<file path="src/rtl/rps_pkg.sv">
// Shared move encodings, round FSM states and the round verdict function.
package rps_pkg;

  localparam logic [1:0] ROCK    = 2'b00;
  localparam logic [1:0] SCISSOR = 2'b01;
  localparam logic [1:0] PAPER   = 2'b10;
  localparam logic [1:0] INVALID = 2'b11;

  typedef enum logic [1:0] {
    IDLE,
    WAIT_AI,
    JUDGE,
    SHOW
  } state_t;

  // Returns {uwin, cwin, equ}; callers screen out INVALID moves beforehand.
  function automatic logic [2:0] judge(input logic [1:0] user_move, input logic [1:0] com_move);
    logic [2:0] verdict;
    if (user_move == com_move)
      verdict = 3'b001;
    else if ((user_move == ROCK    && com_move == SCISSOR) ||
             (user_move == SCISSOR && com_move == PAPER)   ||
             (user_move == PAPER   && com_move == ROCK))
      verdict = 3'b100;
    else
      verdict = 3'b010;
    return verdict;
  endfunction

endpackage

</file>
<file path="src/rtl/bcd_counter2.sv">
// Two-digit BCD score counter; at 99 it saturates when SCORE_SATURATE_EN is
// defined and wraps to 00 otherwise.
module bcd_counter2 (
  input  logic       clock,
  input  logic       reset_n,
  input  logic       inc,
  output logic [7:0] score
);

  logic [7:0] score_next;

  always_comb begin
    score_next = score;
    if (score == 8'h99) begin
`ifdef SCORE_SATURATE_EN
      score_next = 8'h99;
`else
      score_next = 8'h00;
`endif
    end else if (score[3:0] == 4'd9) begin
      score_next = {score[7:4] + 4'd1, 4'd0};
    end else begin
      score_next = {score[7:4], score[3:0] + 4'd1};
    end
  end

  always_ff @(posedge clock or negedge reset_n) begin
    if (!reset_n)
      score <= '0;
    else if (inc)
      score <= score_next;
  end

endmodule

</file>
<file path="src/rtl/round_judge.sv">
// Round controller: synchronises the start key, captures user/AI moves, judges
// the round, keeps BCD scores and requests a redraw. Honours SCORE_SATURATE_EN.
module round_judge
  import rps_pkg::*;
#(
  parameter int unsigned AI_TIMEOUT  = 1024,
  parameter int unsigned SYNC_STAGES = 2
) (
  input  logic       clock,
  input  logic       reset_n,
  input  logic       start_n,
  input  logic [1:0] user_choice,
  input  logic [1:0] ai_choice,
  input  logic       ai_ready,
  output logic [1:0] user_loaded,
  output logic [1:0] com_loaded,
  output logic [7:0] user_score,
  output logic [7:0] com_score,
  output logic       uwin,
  output logic       cwin,
  output logic       equ,
  output logic       err,
  output logic       draw_req,
  output logic       busy
);

  localparam int unsigned CW = (AI_TIMEOUT > 1) ? $clog2(AI_TIMEOUT) : 1;
  localparam logic [CW-1:0] CNT_LAST = CW'(AI_TIMEOUT - 1);

  state_t        state, state_next;
  logic [SYNC_STAGES-1:0] sync_q;
  logic          sync_prev;
  logic          start_evt;
  logic [CW-1:0] cnt;
  logic          timeout;
  logic [2:0]    verdict;
  logic          invalid;
  logic          user_inc, com_inc;

  // Chain resets to the key's idle level so reset release cannot fake an edge.
  always_ff @(posedge clock or negedge reset_n) begin
    if (!reset_n) begin
      sync_q    <= '1;
      sync_prev <= 1'b1;
    end else begin
      sync_q    <= {sync_q[SYNC_STAGES-2:0], start_n};
      sync_prev <= sync_q[SYNC_STAGES-1];
    end
  end

  assign start_evt = sync_prev & ~sync_q[SYNC_STAGES-1];
  assign timeout   = (cnt == CNT_LAST);
  assign verdict   = judge(user_loaded, com_loaded);
  assign invalid   = (user_loaded == INVALID) || (com_loaded == INVALID);
  assign user_inc  = (state == JUDGE) && !invalid && verdict[2];
  assign com_inc   = (state == JUDGE) && !invalid && verdict[1];

  always_ff @(posedge clock or negedge reset_n) begin
    if (!reset_n)
      state <= IDLE;
    else
      state <= state_next;
  end

  always_comb begin
    state_next = state;
    case (state)
      IDLE:    if (start_evt) state_next = WAIT_AI;
      WAIT_AI: begin
        if (ai_ready)
          state_next = JUDGE;
        else if (timeout)
          state_next = SHOW;
      end
      JUDGE:   state_next = SHOW;
      SHOW:    state_next = IDLE;
      default: state_next = IDLE;
    endcase
  end

  always_comb begin
    draw_req = (state == SHOW);
    busy     = (state != IDLE);
  end

  always_ff @(posedge clock or negedge reset_n) begin
    if (!reset_n) begin
      user_loaded <= '0;
      com_loaded  <= '0;
      uwin        <= 1'b0;
      cwin        <= 1'b0;
      equ         <= 1'b0;
      err         <= 1'b0;
      cnt         <= '0;
    end else begin
      case (state)
        IDLE: begin
          if (start_evt) begin
            user_loaded <= user_choice;
            uwin        <= 1'b0;
            cwin        <= 1'b0;
            equ         <= 1'b0;
            err         <= 1'b0;
            cnt         <= '0;
          end
        end
        WAIT_AI: begin
          if (ai_ready)
            com_loaded <= ai_choice;
          else if (timeout)
            err <= 1'b1;
          else
            cnt <= cnt + 1'b1;
        end
        JUDGE: begin
          if (invalid)
            err <= 1'b1;
          else
            {uwin, cwin, equ} <= verdict;
        end
        default: ;
      endcase
    end
  end

  bcd_counter2 u_user_score (
    .clock   (clock),
    .reset_n (reset_n),
    .inc     (user_inc),
    .score   (user_score)
  );

  bcd_counter2 u_com_score (
    .clock   (clock),
    .reset_n (reset_n),
    .inc     (com_inc),
    .score   (com_score)
  );

endmodule
</file>
<file path="config.mk">
export PLATFORM = sky130hd
export DESIGN_NAME = round_judge
export DESIGN_NICKNAME = d
export VERILOG_FILES = /design/src/rtl/rps_pkg.sv /design/src/rtl/bcd_counter2.sv /design/src/rtl/round_judge.sv
export SDC_FILE = /design/constraint.sdc
export NUM_CORES = 1
export LEC_CHECK = 0
export BUFFER_PORTS_ARGS = -buffer_cell sky130_fd_sc_hd__buf_2
export CORE_UTILIZATION = 23
export DETAILED_ROUTE_END_ITERATION = 10
export GPL_ROUTABILITY_DRIVEN = 0
export SLEW_MARGIN = 5
export SYNTH_ARGS = -nofsm -noshare
export SYNTH_HDL_FRONTEND = slang
export SYNTH_SLANG_ARGS = --single-unit
</file>
<file path="constraint.sdc">
create_clock -name clock -period 3.58 [get_ports clock]
set_clock_uncertainty 0.05 [all_clocks]
set_input_delay 0.358 -clock clock [delete_from_list [all_inputs] [get_ports clock]]
set_output_delay 0.358 -clock clock [all_outputs]
set_load 0.01 [all_outputs]
</file>
# Word level (Yosys, flattened, before mapping)

Index checks and enable logic that the tools add are counted.

Register bits: 39
Word-level logic and storage cells: 95
Output and inout port bits: 26
Input bits: 8

Muxes and demuxes: 25
Reduce and logical (&&, ||, !) cells: 27
$add $sub $neg: 5
Equality and inequality tests: 22
Bitwise logic cells: 2

Operators by type and width:

| cell                  | number |
|---|---|
| $mux 8                | 4 |
| $mux 10               | 3 |
| $pmux 10 s2           | 1 |
| $add 4x1->4 const B   | 4 |
| $eq 8x8->1 const B    | 2 |
| $eq 2x2->1 const B    | 6 |
| $ne 2x2->1 const B    | 6 |
| $add 10x1->10 const B | 1 |
| $eq 10x10->1 const B  | 1 |
| $reduce_and 2->1      | 5 |
| $reduce_bool 2->1     | 5 |
| $eq 4x4->1 const B    | 2 |
| $pmux 2 s4            | 1 |
| $mux 1                | 7 |
| $eq 2x1->1 const B    | 3 |
| $logic_and 1x1->1     | 6 |
| $logic_not 2->1       | 3 |
| $mux 2                | 3 |
| $mux 3                | 2 |
| $pmux 1 s2            | 3 |
| $reduce_and 5->1      | 1 |
| $reduce_and 4->1      | 1 |
| $logic_or 1x1->1      | 3 |
| $ne 3x3->1 const B    | 1 |
| 7 further kinds       | 7 |

# Depth between registers and ports, before layout

Gate-level depths: netlist of run 1.

Word-level depth: 8
Depth in mapped cells: 7
Mapped depth without buffers: 6

# Hierarchy

Synthesis of run 1 repeated with hierarchy kept, for this count alone.

Cell total of the unflattened synthesis: 231
Area, all modules: 2299.7 µm²

By module, submodules not included:

| module       | area each (µm²) | times used | cells each |
|---|---|---|---|
| round_judge  | 1393.8          | 1          | 139 |
| bcd_counter2 | 452.9           | 2          | 46 |

# Least setup slack after synthesis of run 1

No wires, ideal clock.

Path type: reg-to-reg
Start: register cnt[0]
End: register err
Library setup time: 0.125 ns
Arrival time: 1.785 ns
Setup slack: 1.621 ns
Buffers on the path: 0
Cell stages (with the launch flop): 6
Data required time: 3.405 ns
Path through: dfrtp_1 > ha_1 > nand4_2 > or3_4 > a211oi_1 > mux2_2

Word-level cells in the longest chain between the ends: 3

Ends and longest elaborated chain:

| item                       | line               | text |
|---|---|---|
| start, declared            | round_judge.sv:34  | `logic [CW-1:0] cnt;` |
| start signal, assigned     | round_judge.sv:113 | `cnt <= cnt + 1'b1;` |
| $eq 10x10->1               | round_judge.sv:52  | `assign timeout = (cnt == CNT_LAST);` |
| $ne 2x2->1 (no line)       | -                  |  |
| $reduce_and 5->1 (no line) | -                  |  |
| end signal, assigned       | round_judge.sv:93  | `err <= 1'b0;` |
| end signal, assigned       | round_judge.sv:103 | `err <= 1'b0;` |
| end signal, assigned       | round_judge.sv:111 | `err <= 1'b1;` |
| end, declared              | round_judge.sv:22  | `output logic err,` |

No other way between the ends.
A chain may end at the register's enable or synchronous reset.

# Worst setup path in the final report of run 1

Start: register state[0]
End: register u_com_score.score[4]

Word-level cells in the longest chain between the ends: 4

Ends and longest elaborated chain:

| item                           | line               | text |
|---|---|---|
| start, declared                | round_judge.sv:30  | `state_t state, state_next;` |
| start signal, assigned         | round_judge.sv:62  | `state <= state_next;` |
| $eq 2x2->1                     | round_judge.sv:56  | `assign com_inc = (state == JUDGE) && !invalid && verdict[1];` |
| $logic_and 1x1->1 (2 in a row) | round_judge.sv:56  |  |
| $reduce_and 2->1 (no line)     | -                  |  |
| end signal, assigned           | bcd_counter2.sv:31 | `score <= score_next;` |
| end, declared                  | bcd_counter2.sv:7  | `output logic [7:0] score` |

No other way between the ends.

==> flow_summary_export.csv, run 1 <==
group,metric,value,unit
route,wl_per_cell,12.3,um
sta,fin_setup_tns,0,ns
floorplanning,initial_core_util,23.7,%
pwr,power_switching,0.000730,W
place,place_area,2590,um^2
sta,rsz0062_at_grt,"no",
layout,final_area,2680,um^2
synth,synth_edf_count,0,
sta,period_share,62.5,%
worst_setup_path,critPathArrivalTime,2.36,ns
floorplanning,core-area,9730,um^2
layout,antenna_cells,0,
synth,synthTopCellsByArea,"dfrtp_1 (39%), ha_1 (7.6%), mux2_2 (5.9%), o21ai_0 (3.7%), dfstp_2 (3.4%)",
pwr,p_int,0.00102,W
clock_network,h-tree-depth,2,
route,ant_nets,0,
floorplanning,io_pins,34,
grt,grt_util_all_layers,10.2,%
pwr,ir_drop,356,uV
clock_network,cts-buffers-inserted,5,
grt,grt_pass1_vias,1723,
synth,avgSynthCellArea,9.86,um^2
clock_network,worstSkewPairLatency,0.28,ns
clock_network,post_cts_resized,0,
grt,grt-ovfl-total,0,
grt,antenna_found_initial,0,
layout,syn_to_final_growth,16.0,%
place,place_hpwl,3520,um
floorplanning,rows,36,
route,vias,1849,
pwr,p_clk_share,16.3,%
floorplanning,die_w,102,um
pwr,power.total,0.00176,W
floorplanning,die_area,10400,um^2
grt,grt_max_degree,40,
layout,drive_above_1_share,23.5,%
synth,post-synth-top-area-fraction,39.0,%
run_status,status,"complete, no violations",
route,drtIter0Drc,98,
sta,slew_headroom,39.6,%
worst_setup_path,worstPathRequired,3.70,ns
pwr,leakagePower,1.16,nW
pwr,p_comb_share,41.6,%
synth,ys_seq_elements,39,
clock_network,cts_setup_buffers,0,
worst_setup_path,start_kind,"flop",
pwr,power_density,656,nW/um^2
clock_network,cts_hold_buf,0,
synth,ys_seq_area_share,42.5,%
clock_network,cts_tree,"yes",
route,via_per_inst,4.61,
pwr,swShare,41.6,%
synth,yosys.area.top_type,"dfrtp_1",
synth,synthArstFlopShare,100,%
synth,synth_cell_types,55,
sta,tightest_slew,0.906,ns
synth,syn-cell-area,2310,um^2
floorplanning,die_h,102,um
synth,yosysWarnings,0,
sta,fin_crit,2.24,ns
pwr,pwr-share-seq,42.1,%
sta,hold_violations,0,
sta,setup_viol_count_final,0,
layout,fin_nets,289,
route,drc_errors,0,
place,numPortBuffers,33,
clock_network,cts_max_path_buffers,2,
run,drv_cap,0,
sta,slew_viol_final,0,
synth,syn-num-nets,256,
clock_network,cts_sinks,39,
synth,synthFlopType,"dfrtp_1",
sta,max_freq,447,MHz
clock_network,clk_pin_slew,0.08,ns
grt,grt_pass1_wl,8380,um
route,postRouteWirelength,4930,um
synth,synthCells,234,
worst_hold_path,hold_path_class,"input pin to flop",
route,dr.pass1.iters,4,
worst_setup_path,end_kind,"flop",
worst_setup_path,critical_path_class,"flop to flop",
worst_setup_path,path_max_fanout,12,
layout,final.fill_count,1080,
sta,final.setup.worst_slack,1.34,ns
clock_network,cts_root_buf,"clkbuf_8",
place,detailedPlace.worstSlack,1.33,ns
==> critical path, stage by stage, from the launching register on <==
cell	delay, ns
dfrtp_1	0.43
inv_1	0.11
ha_1	0.27
nor3b_1	0.16
a32oi_1	0.66
nor2_1	0.14
mux2_2	0.30
==> path summary, 6_finish.rpt <==
path                                           start                                to  slack (ns)  cells past startpoint
worst max-delay path            state[0]$_DFFE_PN0P_  u_com_score.score[4]$_DFFE_PN0P_        1.34                      6
worst min-delay path                         start_n               sync_q[0]$_DFF_PN1_        0.12                      1
worst min register to register   sync_q[0]$_DFF_PN1_               sync_q[1]$_DFF_PN1_        0.31                      0
min in group asynchronous                    reset_n  u_com_score.score[7]$_DFFE_PN0P_        0.15                      1
worst max register to register  state[0]$_DFFE_PN0P_  u_com_score.score[4]$_DFFE_PN0P_        1.34                      6
max in group asynchronous                    reset_n                cnt[7]$_DFFE_PN0P_        2.76                      1
==> per-layer routing <==
layer / global-route usage (%) / vias to the layer above / wire, um
li1: - / 924 / -
met1: 13.7 / 865 / 2370
met3: 3.42 / 4 / 368
met4: 3.85 / 0 / 59
met5: 0 / - / 0
met2: 15.2 / 56 / 2140
==> layout make-up <==
cell class	instances	area, um^2	area share (%)
flip-flops and latches	39	980	36.6
clock buffers	7	76.3	2.85
well taps	133	166	6.22
repair buffers	34	173	6.45
clock inverters	1	5.00	0.187
inverters	12	45.0	1.68
multi-input cells	175	1230	46.0
==> sequential cells by signal, indices dropped and copies added, names as in the netlist, 2 cells and up <==
| register | cells |
|---|---|
| u_user_score.score | 8 |
| cnt | 10 |
| user_loaded | 2 |
| u_com_score.score | 8 |
| state | 2 |
| sync_q | 2 |
| com_loaded | 2 |
==> per-stage QoR <==
| step | hold WS, ns | utilization [%] | std cells |
|---|---|---|---|
| global route | 0.105 | 27.5 | 401 |
| global placement | 0.297 | 26.7 | 393 |
| detailed placement | 0.297 | 26.7 | 393 |
| floorplan | 0.0124 | - | 234 |
| CTS | 0.104 | 27.5 | 401 |
| finish | 0.118 | 27.5 | 401 |
==> layout by cell type (no fill, tap or decap), types with 2 or more instances in the layout <==
| cell type | instances |
|---|---|
| dfrtp_1 | 36 |
| nand4b_1 | 2 |
| nor3_1 | 5 |
| o31ai_1 | 6 |
| clkbuf_8 | 5 |
| nor2b_1 | 3 |
| o21a_1 | 2 |
| clkbuf_1 | 2 |
| a21oi_1 | 9 |
| buf_2 | 33 |
| o211ai_1 | 2 |
| nand3b_1 | 3 |
| nand4_1 | 3 |
| a211o_1 | 2 |
| a211oi_1 | 2 |
| nor3b_1 | 2 |
| nor2_1 | 20 |
| nand3_1 | 11 |
| dfstp_2 | 3 |
| a31oi_1 | 7 |
| mux2_2 | 12 |
| nand2_1 | 18 |
| o21ai_0 | 17 |
| o311ai_0 | 2 |
| inv_1 | 12 |
| and2_1 | 2 |
| ha_1 | 14 |
| or3_1 | 2 |
| a21o_1 | 2 |
| xor2_1 | 2 |
| nand2b_1 | 2 |
==> synth_stat cells, types with 2 or more instances <==
library cell	number
o21ai_0	17
nand2_1	18
a211oi_1	2
buf_4	3
o311ai_0	2
o31ai_1	6
a21o_1	2
nand3_1	11
nor2_1	20
nor3_1	5
dfrtp_1	36
nand4b_1	2
and2_1	2
nand4_1	3
o211ai_1	2
a21oi_1	9
ha_1	14
dfstp_2	3
or3_1	2
inv_1	12
a31oi_1	7
clkbuf_1	2
buf_2	2
nor3b_1	2
mux2_2	12
nand2b_1	2
nor2b_1	3
xor2_1	2
nand3b_1	3
a211o_1	2
o21a_1	2
==> logic make-up (layout without fill, tap and decap cells) <==
group,count (synthesis),count (layout),share of synthesized area (%)
flip-flops,39,39,42.5
AO/OA/AOI/OAI,61,61,17.5
multiplexers,14,14,6.94
AND/OR/NAND/NOR,83,83,20.2
buffers and inverters,20,54,4.18
XOR/XNOR,3,3,1.14
adder cells (fa/ha/maj),14,14,7.59
==> power by group through the flow <==
stage | Combinational, W | Sequential, W | Clock, W
floorplan | 0.000580 | 0.000691 | 0
global placement | 0.000722 | 0.000737 | 0
detailed placement | 0.000733 | 0.000747 | 0
CTS | 0.000740 | 0.000739 | 0.000302
global route | 0.000825 | 0.000765 | 0.000320
finish | 0.000730 | 0.000739 | 0.000287
Power figures use the tool's default switching activity.
==> inputs of run 2 (changes only) <==
- clock period: 3.58 -> 1.8 ns (I/O delays scaled with it)
==> run 2 against run 1 <==
  * The run now ends with setup timing left
  * Sequential cell count is the same
  * Wire length up 14%
  * First-iteration DRC count is 21% lower
  * Global-route usage increased by 0.97 points
  * Sequential share of layout area is 6.0 points lower
  * Critical path type unchanged
==> flow_summary_export.csv, run 2 (synthesis results as in run 1) <==
group,metric,value,unit
worst_setup_path,worst_r2r_endpoint,"err$_DFFE_PN0P_",
pwr,power.total,0.00436,W
pwr,pwr-share-seq,32.5,%
worst_setup_path,path_buf_inv,0,
pwr,p_int,0.00264,W
clock_network,cts_root_buf,"clkbuf_8",
pwr,p_comb_share,54.5,%
grt,grt_pass1_vias,2033,
place,place_area,2920,um^2
route,via_per_inst,4.65,
worst_setup_path,crit_chain,"ha_4, nand4_4, or3_4, a211oi_2, mux2_4",
grt,grt_pass1_wl,9230,um
sta,fin_setup_tns,-0.0451,ns
sta,rsz0062_at_grt,"yes",
worst_setup_path,worstSetupStartpoint,"cnt[1]$_DFFE_PN0P_",
layout,drive_above_1_share,41.6,%
worst_setup_path,critical_path_class,"flop to flop",
pwr,power_switching,0.00171,W
pwr,power_density,1350,nW/um^2
clock_network,cts_sinks,39,
pwr,swShare,39.4,%
worst_setup_path,crit_path_top_delay_cell,"or3_4",
floorplanning,io_pins,34,
layout,fin_nets,338,
clock_network,worstSkewPairLatency,0.28,ns
clock_network,clk_pin_slew,0.08,ns
floorplanning,die_w,102,um
pwr,ir_drop,665,uV
layout,stdcell_count,450,
worst_setup_path,slowest_delay,0.41,ns
grt,antenna_found_initial,0,
layout,final_area,3220,um^2
layout,final.fill_count,1039,
layout,ff_latch_area,986,um^2
floorplanning,die_area,10400,um^2
floorplanning,die_h,102,um
clock_network,h-tree-depth,2,
sta,hold_violations,0,
route,dr_wl_met2,2650,um
grt,grt-ovfl-total,0,
clock_network,cts_tree,"yes",
place,numPortBuffers,33,
worst_setup_path,end_kind,"flop",
sta,slew_headroom,67.9,%
clock_network,cts_max_path_buffers,2,
route,ant_nets,0,
sta,fin_crit,1.83,ns
layout,largest_register_ffs,10,
place,place_hpwl,4030,um
route,drc_errors,0,
sta,period_share,102,%
worst_setup_path,crit_family,"simple AND/OR/NAND/NOR gates",
route,dr.max_layer_used,"met4",
route,dr.pass1.iters,4,
worst_setup_path,worstPathRequired,1.92,ns
sta,final.setup.worst_slack,-0.0329,ns
layout,antenna_cells,0,
run,drv_cap,0,
sta,max_freq,546,MHz
worst_setup_path,crit_end,"err$_DFFE_PN0P_",
worst_setup_path,ff2ff_setup_slack,-0.03,ns
route,drtIter0Drc,77,
worst_setup_path,reg2regPathDepth,5,
pwr,p_clk_share,13.0,%
place,placedCellCount,431,
worst_setup_path,start_kind,"flop",
floorplanning,core-area,9730,um^2
route,vias,2094,
sta,setup_viol_count_final,2,
grt,grt_max_degree,23,
worst_setup_path,critPathArrivalTime,1.95,ns
worst_setup_path,timing.rr.start,"cnt[1]$_DFFE_PN0P_",
layout,layout_commonest_cell,"buf_4",
layout,top_regs,"cnt x10, u_com_score.score x8, u_user_score.score x8",
run_status,status,"finished, violations left",
route,wl_met3,347,um
route,postRouteWirelength,5640,um
worst_setup_path,path_max_fanout,2,
layout,regMostFlops,"cnt",
run_status,violations,"setup timing",
sta,slew_viol_final,0,
floorplanning,rows,36,
sta,tightest_slew,0.482,ns
worst_setup_path,path_depth,5,
route,wl_per_cell,12.5,um
clock_network,cts-buffers-inserted,5,
pwr,leakagePower,1.43,nW
layout,layout_common_cells,"buf_4 (44), buf_2 (33), dfrtp_1 (31)",
layout,syn_to_final_growth,39.5,%
route,wl_met1,2550,um
layout,fin_util,33.1,%
worst_hold_path,hold_path_class,"input pin to flop",
layout,multiInputGateArea,1370,um^2
floorplanning,initial_core_util,23.7,%
grt,grt_util_all_layers,11.2,%
## run 2: how the worst min path moves through the flow
stage	from	to	slack, ns	depth (start not counted)
2_1_floorplan	reset_n	cnt[0]$_DFFE_PN0P_	-0.17	0
3_3_place_gp	reset_n	u_com_score.score[0]$_DFFE_PN0P_	0.11	1
3_5_place_dp	reset_n	u_com_score.score[0]$_DFFE_PN0P_	0.11	1
4_1_cts	user_choice[0]	user_loaded[0]$_DFFE_PN0P_	0.07	2
5_1_grt	user_choice[0]	user_loaded[0]$_DFFE_PN0P_	0.07	2
6_report	user_choice[1]	user_loaded[1]$_DFFE_PN0P_	0.08	2
## run 2: power by group through the flow
stage | Combinational, W | Sequential, W | Clock, W
2_1_floorplan | 0.00118 | 0.00138 | 0
3_3_place_gp | 0.00197 | 0.00137 | 0
3_5_place_dp | 0.00200 | 0.00139 | 0
4_1_cts | 0.00211 | 0.00138 | 0.000593
5_1_grt | 0.00262 | 0.00146 | 0.000634
6_report | 0.00237 | 0.00141 | 0.000568
## run 2: area by class of cell
cell class | count | area share, %
tap | 133 | 5.17
timing repair buffer | 83 | 17.7
inverter | 12 | 1.40
sequential | 39 | 30.6
multi-input combinational | 175 | 42.6
clock buffer | 7 | 2.37
clock inverter | 1 | 0.156
## run 2: timing repair
| item | 4_1_cts | 5_1_grt |
|---|---|---|
| setup buffers | 2 | 7 |
| resized for setup | 7 | 28 |
| gates cloned | 0 | 0 |
| hold buffers | 2 | 0 |
| hold endpoints to repair | 18 | 0 |
| setup endpoints to repair | 8 | 26 |
| pin swaps | 1 | 10 |
## run 2: stage by stage
stage | hold WS, ns | worst slack (ns)
floorplan | -0.166 | -0.0448
global placement | 0.109 | -0.00103
detailed placement | 0.111 | -0.0498
CTS | 0.0726 | -0.00948
global route | 0.0655 | -0.0952
finish | 0.0815 | -0.0329
## run 2: layer usage
metal  track usage [%]  vias up
li1                  -     1024
met1              14.0     1008
met2              18.1       56
met3              3.28        6
met4              4.40        0
met5                 0        -
==> inputs of run 3 (changes only) <==
- CORE_UTILIZATION: 23 -> 51
- PLACE_DENSITY: unset -> 0.75
==> run 3 against run 2 <==
  * The flow still finishes with violations (setup timing)
  * Setup slack gained 0.014 ns
  * Critical path depth is the same
  * Global-route usage grew 13 points
  * Total power grew 5.5%
  * Register-to-register slack is essentially flat
  * First-iteration DRC count grew to 2.7 times the previous value
  * Core utilization grew 40 points
  * Sequential share of layout area grew 0.45 points
  * Sequential power shrank 5%
  * Maximum frequency grew 0.79%
  * Worst hold slack lost 0.012 ns
==> flow_summary_export.csv, run 3 (synthesis results as in run 1) <==
group,metric,value,unit
sta,rsz0062_at_grt,"yes",
grt,grt_pass1_wl,9550,um
clock_network,worstSkewPairLatency,0.29,ns
clock_network,cts-buffers-inserted,5,
route,postRouteWirelength,5870,um
sta,hold_violations,0,
grt,busiest_layer,"met2",
place,numPortBuffers,33,
place,detailedPlace.worstSlack,-0.143,ns
grt,grt_pass1_vias,2106,
layout,largest_register_ffs,10,
route,dr.pass1.iters,4,
sta,setup_viol_count_final,1,
clock_network,cts_sinks,39,
grt,grt-ovfl-total,0,
floorplanning,rows,24,
layout,final_area,3160,um^2
floorplanning,die_area,4800,um^2
worst_setup_path,end_kind,"flop",
layout,layout_common_cells,"buf_4 (43), dfrtp_1 (33), buf_2 (33)",
layout,antenna_cells,0,
route,ant_nets,0,
layout,top_regs,"cnt x10, u_com_score.score x8, u_user_score.score x8",
route,drc_errors,0,
place,place_hpwl,3730,um
layout,fin_nets,339,
grt,grt.met2_usage,40.9,%
run_status,status,"finished, violations left",
worst_setup_path,path_max_fanout,4,
layout,regMostFlops,"cnt",
floorplanning,die_w,69.3,um
sta,fin_setup_tns,-0.0185,ns
clock_network,cts_max_path_buffers,2,
layout,syn_to_final_growth,37.1,%
floorplanning,die_h,69.3,um
route,wl_per_cell,15.9,um
sta,slew_viol_final,0,
pwr,power_density,1450,nW/um^2
layout,drive_above_1_share,43.1,%
sta,slew_headroom,67.1,%
run,drv_cap,0,
worst_setup_path,critPathArrivalTime,1.95,ns
sta,period_share,101,%
clock_network,cts_root_buf,"clkbuf_8",
sta,final.setup.worst_slack,-0.0185,ns
grt,grt_max_degree,40,
clock_network,cts_tree,"yes",
layout,fin_util,72.6,%
worst_setup_path,critical_path_class,"flop to flop",
pwr,leakagePower,1.44,nW
clock_network,h-tree-depth,2,
sta,fin_crit,1.82,ns
worst_hold_path,hold_path_class,"input pin to flop",
sta,max_freq,550,MHz
floorplanning,core-area,4350,um^2
place,place_area,2820,um^2
worst_setup_path,start_kind,"flop",
sta,whs,0.0692,ns
run_status,violations,"setup timing",
floorplanning,initial_core_util,53.0,%
clock_network,clk_pin_slew,0.07,ns
pwr,ir_drop,1090,uV
worst_setup_path,worstPathRequired,1.93,ns
floorplanning,io_pins,34,
grt,antenna_found_initial,0,
grt,grt_util_all_layers,24.5,%
grt,use_met3,4.65,%
layout,layout_commonest_cell,"buf_4",
route,drtIter0Drc,206,
grt,use_met1,31.8,%
route,vias,2162,
sta,tightest_slew,0.494,ns
route,via_per_inst,5.84,
## run 3: cell types whose count changed in the layout (fill, tap and decap cells not counted), moves of 2 or more
cell / previous run / this run
clkbuf_8: 5 / 7
ha_2: 2 / 0
buf_6: 3 / 6
dfrtp_1: 31 / 33
dfrtp_2: 5 / 3
## run 3: routing by layer
layer	vias up	part of all wire, %	routed length (um)
met5	-	0	0
met1	1066	44	2570
met4	0	2.6	152
li1	1023	-	-
met2	59	50	2950
met3	14	3.4	201
## run 3: worst max-delay path, stage by stage, from the launching register on
cell	delay [ns]
dfrtp_1	0.42
buf_6	0.15
nor4b_4	0.30
o31ai_4	0.12
or3_4	0.37
mux2_4	0.29
## run 3: area by class of cell
cell class              count  area, um^2
well taps                  52        65.1
fillers                   315        1190
repair buffers             84         576
multi-input cells         175        1390
inverters                  12        45.0
flip-flops and latches     39         983
clock buffers               8         100
## run 3: worst paths after layout
| kind | slack [ns] | cells past startpoint | endpoint | start |
|---|---|---|---|---|
| max | -0.02 | 5 | u_user_score.score[6]$_DFFE_PN0P_ | user_loaded[0]$_DFFE_PN0P_ |
| min | 0.07 | 2 | user_loaded[0]$_DFFE_PN0P_ | user_choice[0] |
| max reg2reg | -0.02 | 5 | u_user_score.score[6]$_DFFE_PN0P_ | user_loaded[0]$_DFFE_PN0P_ |
| min reg2reg | 0.31 | 0 | sync_q[1]$_DFF_PN1_ | sync_q[0]$_DFF_PN1_ |
| max in group asynchronous | 0.91 | 3 | state[1]$_DFFE_PN0P_ | reset_n |
| min in group asynchronous | 0.42 | 3 | u_com_score.score[1]$_DFFE_PN0P_ | reset_n |
## run 3: where the power goes
group          switching, W  total [W]  internal [W]  leakage [nW]
clock network      0.000316   0.000666      0.000350        0.0515
logic               0.00126    0.00259       0.00133         0.886
registers          0.000243    0.00134       0.00110         0.506
total               0.00182    0.00460       0.00278          1.44
## run 3: through the flow
step	total power, W	std cells
2_1_floorplan	0.00256	234
3_3_place_gp	0.00335	353
3_5_place_dp	0.00343	353
4_1_cts	0.00429	367
5_1_grt	0.00488	370
6_report	0.00460	370
## run 3: timing repair
item	CTS	global route
cloned	0	0
pin swaps	2	10
hold buffers	2	0
gates resized for setup	10	28
buffers inserted	4	3
endpoints found under the hold margin	37	0
endpoints found under the setup margin	20	24
